<file path="config.mk">
export PLATFORM = sky130hd
export DESIGN_NAME = regfile_sb
export DESIGN_NICKNAME = d
export VERILOG_FILES = /design/src/rtl/regfile_sb.sv
export SDC_FILE = /design/constraint.sdc
export NUM_CORES = 2
export LEC_CHECK = 0
export CAP_MARGIN = 10
export CORE_MARGIN = 1
export CORE_UTILIZATION = 40
export DETAILED_ROUTE_END_ITERATION = 10
export GPL_TIMING_DRIVEN = 0
export PLACE_DENSITY = 0.58
export RECOVER_POWER = 100
export SETUP_SLACK_MARGIN = 0.05
export SLEW_MARGIN = 0
export SYNTH_ARGS = -nofsm -noshare
export SYNTH_HDL_FRONTEND = slang
export SYNTH_SLANG_ARGS = --single-unit
</file>
<file path="constraint.sdc">
create_clock -name clk_i -period 5.2 [get_ports clk_i]
set_input_delay 1.04 -clock clk_i [delete_from_list [all_inputs] [get_ports clk_i]]
set_output_delay 1.04 -clock clk_i [all_outputs]
set_load 0.03 [all_outputs]
</file>
<file path="src/rtl/regfile_sb.sv">
// regfile_sb: register file with a per-register busy scoreboard and optional write-to-read bypass
module regfile_sb #(
  parameter int XLEN = 32,
  parameter int NREGS = 32,
  parameter int NRD = 2,
  parameter int BYPASS = 1,
  localparam int AW = $clog2(NREGS)
) (
  input  logic              clk_i,
  input  logic              rst_ni,
  input  logic [NRD*AW-1:0] rd_addr_i,
  output logic [NRD*XLEN-1:0] rd_data_o,
  output logic [NRD-1:0]    rd_busy_o,
  input  logic              wr_en_i,
  input  logic [AW-1:0]     wr_addr_i,
  input  logic [XLEN-1:0]   wr_data_i,
  input  logic              claim_en_i,
  input  logic [AW-1:0]     claim_addr_i,
  input  logic              flush_i,
  output logic [AW:0]       busy_cnt_o,
  output logic              any_busy_o
);
  logic [XLEN-1:0] mem [1:NREGS-1];
  logic [NREGS-1:1] busy_q, busy_d;
  logic [AW:0] cnt_d;
  logic wr_hit, claim_hit;
  assign wr_hit = wr_en_i && wr_addr_i != '0;
  assign claim_hit = claim_en_i && claim_addr_i != '0;
  assign any_busy_o = busy_cnt_o != '0;
  // later assignments win: claim over flush over write
  always_comb begin
    busy_d = busy_q;
    if (wr_hit) busy_d[wr_addr_i] = 1'b0;
    if (flush_i) busy_d = '0;
    if (claim_hit) busy_d[claim_addr_i] = 1'b1;
    cnt_d = '0;
    for (int k = 1; k < NREGS; k++) cnt_d = cnt_d + (AW+1)'(busy_d[k]);
  end
  always_ff @(posedge clk_i or negedge rst_ni) begin
    if (!rst_ni) begin
      busy_q <= '0;
      busy_cnt_o <= '0;
      for (int k = 1; k < NREGS; k++) mem[k] <= '0;
    end else begin
      busy_q <= busy_d;
      busy_cnt_o <= cnt_d;
      if (wr_hit) mem[wr_addr_i] <= wr_data_i;
    end
  end
  // bypass is gated by reset so reads stay zero while rst_ni is low
  for (genvar p = 0; p < NRD; p++) begin : g_rd
    logic [AW-1:0] a;
    logic byp;
    assign a = rd_addr_i[p*AW +: AW];
    assign byp = BYPASS != 0 && rst_ni && wr_hit && wr_addr_i == a;
    assign rd_data_o[p*XLEN +: XLEN] = a == '0 ? '0 : byp ? wr_data_i : mem[a];
    assign rd_busy_o[p] = a != '0 && !byp && busy_q[a];
  end
endmodule
</file>
==> flow_summary.ini <==
[worst_setup_path]
crit_buf_inv = 40
end_kind = flip-flop
worst-setup-path-type = in2reg
arrival_ns = 6.49
critPathMaxFanout = 8
max_stage_delay_ns = 0.21
critPathTopFamily = buffers and inverters
worst_path_max_delay_cell = nor3b_4
cpMostUsedCell = buf_4
r2r-start = busy_q[8]$_DFF_PN0_
cp-startpoint = wr_addr_i[1]
start_kind = input port
required_ns = 5.81

[global_route]
grt.overflow.total = 0
grt_usage_pct = 29.0
grt_max_degree = 177
antenna_found_initial = 13
grt_pass1_vias = 38857
grt_pass1_wl_um = 294000

[timing]
worstMarginPinSlew_ns = 3.72
rsz0062_at_grt = true
clock.fmax_mhz = 170
period_needed_ns = 5.88
whs_ns = 0.180
relSlewSlack_pct = -148
worst_slack_ns = -0.676
period_share_pct = 113
slew_violations = 407
fin_setup_tns_ns = -3.06
hold_viol = 0
setup_violations = 12
fin_skew_ns = 0.0230

[drt]
dr.pass1.iters = 6
ant_nets = 0
via_per_inst = 6.22
drt_iter0_markers = 3916
wl_per_cell_um = 33.2
drc_errors = 0
routed_wirelength_um = 206000
dr_total_vias = 38540

[finish]
final_util_pct = 47.5
layout_commonest_cell = mux2_2
layout_common_cells = mux2_2 (1071), dfrtp_1 (1029), mux4_2 (459)
regArea_um2 = 25700
final_nets = 4305
drive_above_1_share_pct = 51.7
nFillCells = 12255
syn_to_final_growth_pct = 17.4
multiInputGateArea_um2 = 29500

[placed_design]
numPortBuffers = 120
hpwl_um = 148000
place.gp.congestion = 0.956
preCtsSetupSlack_ns = -2.89

[synthesis]
async_flop_share_pct = 100
syn_inst = 3869
ys_seq_area_share_pct = 45.5
synth_edf_count = 0
synth.net_count = 3956
synth_area_um2 = 56600
avgSynthCellArea_um2 = 14.6
yosys_warnings = 0
synth_seq_cells = 1029
synthFlopType = dfrtp_1
synth.distinct_cells = 59

[cts]
cts_buffer_depth = 3
cts-root-buf = clkbuf_16
tritoncts = built
cts_buffers = 113
clkLatencyLatePin_ns = 0.74
clkTransAtPathRegs_ns = 0.06
cts_max_level = 3
cts_sinks = 1029

[floorplanning]
dieArea_um2 = 143000
core_um2 = 140000
dieWidth_um = 378
die_h_um = 378
start_util_pct = 40.4
num_io_pins = 130
fp-row-count = 137

[outcome]
status = complete, but fails checks
violations = max-capacitance violations, max-slew violations, negative setup slack

[power]
p_leak_nw = 28.7
peakVddDrop_v = 0.000284
p_per_area_nw_per_um2 = 377

[worst_hold_path]
hp-class = in2async

[flow_run]
maxCapViolations = 9
-- where the power goes --
group | internal, mW | total, mW | switching (mW)
logic | 3.14 | 5.82 | 2.68
registers | 9.54 | 10.7 | 1.12
clock network | 5.10 | 8.61 | 3.51
-- worst reg2reg max path: cells and delay by family (launching register included) --
kind / cells / cell delay (ns)
buffers and inverters: 36 / 4.55
DFF: 1 / 0.41
and+or+nand+nor: 1 / 0.09
AOI/OAI and AO/OA: 1 / 0.06
-- timing repair --
action | in CTS | in global routing
resized for setup | 408 | 82
gates cloned | 13 | 0
hold endpoints to repair | 0 | 0
pin swaps | 30 | 29
setup buffers | 85 | 14
hold buffers | 0 | 0
endpoints found under the setup margin | 72 | 45
-- logic make-up after synthesis --
family,count (synthesis),share of synthesized area [%]
adders and majority gates,30,0.967
xor gates and xnor gates,13,0.201
AOI/OAI and AO/OA,304,4.23
muxes,1653,41.9
buffers and inverters,472,4.03
and+or+nand+nor,368,3.18
DFF,1029,45.5
-- per-layer routing --
metal | GRT usage (%) | share of wire (%) | up-vias
li1 | - | - | 15585
met1 | 41.1 | 42 | 20927
met2 | 43.1 | 45 | 1670
met3 | 6.85 | 8.9 | 352
met4 | 11.0 | 3.8 | 6
met5 | 0 | 0.011 | -
-- per-stage QoR --
stage / cells / cell area [um2] / total power, mW
5_1_grt: 6191 / 66500 / 26.0
4_1_cts: 6175 / 66700 / 25.1
2_1_floorplan: 3869 / 56800 / 14.3
3_5_place_dp: 5872 / 60600 / 16.3
6_report: 6194 / 66500 / 25.1
3_3_place_gp: 5865 / 60400 / 16.2
-- worst paths after layout --
kind                                         to  slack (ns)  cells after the start
max in group asynchronous  mem[426]$_DFFE_PN0P_        0.76                      4
hold / removal             mem[951]$_DFFE_PN0P_        0.18                      1
min in group clk_i         mem[609]$_DFFE_PN0P_        0.51                      1
setup / recovery            busy_q[8]$_DFF_PN0_       -0.68                     44
setup reg to reg            busy_q[8]$_DFF_PN0_           0                     38
hold reg to reg            mem[609]$_DFFE_PN0P_        0.51                      1
-- layout make-up --
type                    instances  share of cell area (%)
multi-input cells            2368                    44.3
flip-flops and latches       1029                    38.7
clock buffers                 179                    5.29
plain buffers                 407                    3.85
well taps                    1876                    3.53
repair buffers                239                    3.29
clock inverters                29                   0.615
inverters                      60                   0.342
diodes                          7                  0.0263
-- cells in the mapped netlist (7+ instances only) --
cell type	number	area (um2)
nor2_2	8	50.1
o211ai_1	31	233
xor2_1	12	105
nor3_1	33	165
nand3_1	52	260
buf_4	17	128
mux2_1	18	203
nor2b_1	71	444
ha_1	7	87.6
mux2_2	1071	12100
o21ai_0	41	205
nand3b_1	7	52.6
a31oi_1	33	206
mux2i_1	99	991
o32a_1	34	340
dfrtp_1	1029	25700
a221oi_1	95	832
clkbuf_1	179	672
fa_1	23	460
buf_1	32	120
nor2_1	82	308
a22o_1	33	289
inv_1	58	218
o32ai_1	12	105
nand2_1	89	334
buf_6	25	282
mux4_2	459	10300
buf_2	153	766
-- sequential cells by signal, summed over array words and instances (netlist names) --
| signal | flops |
|---|---|
| busy_cnt_o | 6 |
| mem | 992 |
| busy_q | 31 |
(Power assumes the default switching activity.)
